**config.mk**
```make
export PLATFORM = sky130hd
export DESIGN_NAME = booth_multiplier_seq
export DESIGN_NICKNAME = d
export VERILOG_FILES = /design/src/rtl/booth_multiplier_seq.sv
export SDC_FILE = /design/constraint.sdc
export NUM_CORES = 1
export LEC_CHECK = 0
export CAP_MARGIN = 20
export CORE_ASPECT_RATIO = 1.4
export CORE_UTILIZATION = 36
export DETAILED_ROUTE_END_ITERATION = 8
export DONT_BUFFER_PORTS = 1
export PLACE_DENSITY_LB_ADDON = 0.3
export SYNTH_ARGS = -nofsm -noshare
export SYNTH_HDL_FRONTEND = slang
export SYNTH_SLANG_ARGS = --single-unit
```
**constraint.sdc**
```tcl
create_clock -name clk -period 3.2 [get_ports clk]
set_input_delay 0.48 -clock clk [delete_from_list [all_inputs] [get_ports clk]]
set_output_delay 0.48 -clock clk [all_outputs]
set_load 0.005 [all_outputs]
```
**src/rtl/booth_multiplier_seq.sv**
```systemverilog
// Sequential radix-2 Booth multiplier, one Booth step per clock.
// Operands are extended by one bit so the same datapath serves signed and unsigned modes.
module booth_multiplier_seq #(
   parameter int WIDTH = 8
) (
   input  logic               clk,
   input  logic               rst_n,
   input  logic               start,
   input  logic               is_signed,
   input  logic [WIDTH-1:0]   a,
   input  logic [WIDTH-1:0]   b,
   output logic               ready,
   output logic               busy,
   output logic               done,
   output logic [2*WIDTH-1:0] product
);

   localparam int CW = $clog2(WIDTH + 2);
   localparam logic [CW-1:0] LAST = CW'(WIDTH);

   typedef enum logic [1:0] {
      S_IDLE,
      S_RUN,
      S_DONE
   } state_t;

   state_t state_q, state_d;

   logic [WIDTH+1:0]   acc_q, acc_d;
   logic [WIDTH:0]     q_q, q_d;
   logic [WIDTH:0]     m_q, m_d;
   logic               q1_q, q1_d;
   logic [CW-1:0]      cnt_q, cnt_d;
   logic [2*WIDTH-1:0] prod_q, prod_d;
   logic               done_q, done_d;

   logic [WIDTH+1:0]   m_ext;
   logic [WIDTH+1:0]   sum;
   logic [2*WIDTH+3:0] sh;
   logic               last_step;

   assign m_ext     = {m_q[WIDTH], m_q};
   assign sh        = {sum[WIDTH+1], sum, q_q};
   assign last_step = (cnt_q == LAST);

   // State register
   always_ff @(posedge clk or negedge rst_n) begin
      if (!rst_n) state_q <= S_IDLE;
      else        state_q <= state_d;
   end

   // Next-state logic
   always_comb begin
      state_d = state_q;
      unique case (state_q)
         S_IDLE:  if (start) state_d = S_RUN;
         S_RUN:   if (last_step) state_d = S_DONE;
         S_DONE:  state_d = S_IDLE;
         default: state_d = S_IDLE;
      endcase
   end

   // Handshake outputs decoded from state
   always_comb begin
      ready = (state_q == S_IDLE);
      busy  = (state_q == S_RUN);
   end

   // Booth add/subtract selected by the current multiplier bit pair
   always_comb begin
      unique case ({q_q[0], q1_q})
         2'b10:   sum = acc_q - m_ext;
         2'b01:   sum = acc_q + m_ext;
         default: sum = acc_q;
      endcase
   end

   // Operand load on accept, then add-and-shift each RUN cycle
   always_comb begin
      acc_d  = acc_q;
      q_d    = q_q;
      m_d    = m_q;
      q1_d   = q1_q;
      cnt_d  = cnt_q;
      prod_d = prod_q;
      done_d = 1'b0;
      if (state_q == S_IDLE && start) begin
         m_d   = is_signed ? {b[WIDTH-1], b} : {1'b0, b};
         q_d   = is_signed ? {a[WIDTH-1], a} : {1'b0, a};
         acc_d = '0;
         q1_d  = 1'b0;
         cnt_d = '0;
      end else if (state_q == S_RUN) begin
         acc_d = sh[2*WIDTH+3:WIDTH+2];
         q_d   = sh[WIDTH+1:1];
         q1_d  = sh[0];
         cnt_d = cnt_q + CW'(1);
         if (last_step) begin
            prod_d = sh[2*WIDTH:1];
            done_d = 1'b1;
         end
      end
   end

   // Datapath registers
   always_ff @(posedge clk or negedge rst_n) begin
      if (!rst_n) begin
         acc_q  <= '0;
         q_q    <= '0;
         m_q    <= '0;
         q1_q   <= 1'b0;
         cnt_q  <= '0;
         prod_q <= '0;
         done_q <= 1'b0;
      end else begin
         acc_q  <= acc_d;
         q_q    <= q_d;
         m_q    <= m_d;
         q1_q   <= q1_d;
         cnt_q  <= cnt_d;
         prod_q <= prod_d;
         done_q <= done_d;
      end
   end

   assign done    = done_q;
   assign product = prod_q;

endmodule

```
==> out/results.ini <==
[worst_setup_path]
endpoint_kind=flip-flop
path_max_fanout=10
r2r_slack_ps=600
critical_path.startpoint=q_q[0]
required_ps=3380
worstReg2RegStart=q_q[0]
timing.critical_path.from_type=flip-flop
critPathArrivalTime_ps=2780
timing.setup.critical_path_class=reg -> reg

[cts]
cts.sinks=51
post_cts_hold_buffers=1
clk_root_buffer_cell=clkbuf_8
cts_buffers=5
h_tree_levels=2
worst_skew_pair.late_latency_ps=310
cts_setup_buffers=0
tritoncts_clock_tree=yes
cts_resized=0
clk_transition_reported_paths_ps=100
number_of_buffers_on_the_longest_clock_path=2

[yosys]
synth_most_common_cell=nand2_1
synth-edff-count=0
postSynthRegisterBits=51
ys_dominant_reg_cell=dfrtp_1
netlist_instances=299
yosys_warnings=0
syn-mean-instance-area_um2=9.00
synth_largest_type_area_fraction_pct=47.4
synth_area_leaders=dfrtp_1 (47%), nand2_1 (9.5%), ha_1 (6.0%)
synthDistinctLibCells=40
synth_async_sr_flop_share_pct=100
post_synth_most_frequent_cells=nand2_1 (68), dfrtp_1 (51), o21ai_0 (21)
area_of_the_mapped_netlist_um2=2690
yosys.area.top_type=dfrtp_1
syn_nets=333
synth.yosys.seq_area_share_pct=47.4

[run_status]
run_status=complete, no violations

[power_and_ir_drop]
worst_ir_drop_vdd_uv=500
cellPowerDensity_nw_per_um2=1350
total_leakage_power_nw=1.37

[route]
drtIter0Drc=64
detail_route.wirelength_um=6230
route.detailed.vias_per_inst=5.32
detailedRoute.firstPassIterationCount=4
postRouteAntennaNets=0
dr_total_vias=2086
wl_per_cell_um=15.9
drc=0

[sta]
maxSlewHeadroom_pct=52.4
grt_setup_unrepaired=no
timing.final.crit_period_ps=2600
tightestPinTransition_ps=713
final_min_period_over_clock_period_pct=81.2
final_max_slew_viol_count=0
hold_viol_final=0
finalSetupTns_ps=0
final.setup_skew_ps=8.14
worst_slack_ps=601
max_freq_mhz=385
setup_viol=0

[die]
floorplan_row_count=36
boundaryPins=39
initial_utilization_pct=37.8
fp.coreArea_um2=7120
die_width_um=75.1
area_of_the_die_um2=7830
dieHeight_um=104

[flow_run]
maxCapViolCount=0

[layout]
layout-drive-gt1-share_pct=6.73
nets=330
area_growth_syn_to_layout_pct=7.67
num_antenna_cells=0

[grt]
grt_max_degree=52
first_global_vias=2077
antenna_violations_before_repair=0
overflow=0
wire_length_of_the_first_global_routing_pass_um=10300
globalRouteTotalUtil_pct=17.7

[placed_design]
placer_s_final_routability_congestion_estimate=0.837
detailed_place_hpwl_um=4580
pre_cts_slack_ps=608
placement.io_buffers=0

[hold_path]
min-delay-path-class=in -> async

[metal layers]
metal / track usage [%] / wire length (um)
met5: 0 / 0
met1: 20.4 / 2490
met4: 7.28 / 142
met3: 3.39 / 233
met2: 31.0 / 3370
[area by class of cell]
type                       count  area (um^2)
multi-input combinational    219         1300
fill                         757         4220
sequential                    51         1280
tap                           95          119
inverter                      14         52.6
timing repair buffer           5         57.6
clock inverter                 3         22.5
clock buffer                   5         68.8
[report_power, final]
| part | leakage (nW) | internal, mW | total (mW) | switching, mW |
|---|---|---|---|---|
| Clock | 0.0489 | 0.159 | 0.393 | 0.235 |
| Sequential | 0.632 | 0.959 | 1.25 | 0.289 |
| Combinational | 0.694 | 0.963 | 2.28 | 1.32 |
| Total | 1.37 | 2.08 | 3.92 | 1.84 |
[sequential cells by signal (all words and copies together) (netlist names)]
register	cells
acc_q	9
product	16
done	1
state_q	2
m_q	9
q_q	9
cnt_q	4
q1_q	1
[cell usage in the layout (no fill, tap or decap), drive strengths merged, types with 2 or more instances in the layout]
cell	synthesis	routed
o21ai	22	22
nand4	2	2
nor3	7	7
mux2	3	3
ha	13	13
a22oi	7	7
nand2b	2	2
mux2i	3	3
inv	13	15
nor2b	3	3
a21oi	18	18
buf	5	5
clkinv	1	2
clkbuf	10	5
a31oi	3	3
o21a	5	5
xnor2	3	3
a21o	3	3
dfrtp	51	51
o211ai	2	2
nand2	68	68
nand3	19	19
xor2	10	10
nor2	14	14
[worst max-delay path: stages (launching register included)]
cell and delay, ps:
dfrtp_1 370, inv_1 90, ha_1 340, nor2_1 90, xor2_1 150, ha_1 320
nor2b_1 160, o21a_1 190, o211a_1 220, a211oi_2 240, xor2_1 170, o221ai_1 120
[cell families (layout without fill, tap and decap cells)]
group           after synthesis  after routing  synth area share, %
compound gates               67             67                 15.4
simple gates                119            119                 19.6
buf+inv                      29             27                 4.23
mux                           6              6                 2.37
xor+xnor                     13             13                 4.23
fa+ha+maj                    14             14                 6.79
flops                        51             51                 47.4
[stage by stage]
stage                     instance area [um^2]  utilization (%)  hold WS [ps]  instances  power, mW
final                                     2900             40.7          8.03        392       3.92
after CTS                                 2900             40.7          12.7        392       3.96
after detailed placement                  2780             39.0           186        383       3.54
after global placement                    2780             39.0           186        383       3.48
after floorplan                           2690                -           184        299       3.00
after global routing                      2900             40.7          15.1        392       4.30
[final timing paths]
check,to,cells past startpoint
min in group clk,m_q[5],2
max reg2reg,acc_q[5],11
max,acc_q[5],11
min reg2reg,cnt_q[3],1
min,acc_q[6],1
max in group asynchronous,m_q[4],1
Power figures use the tool's default switching activity.
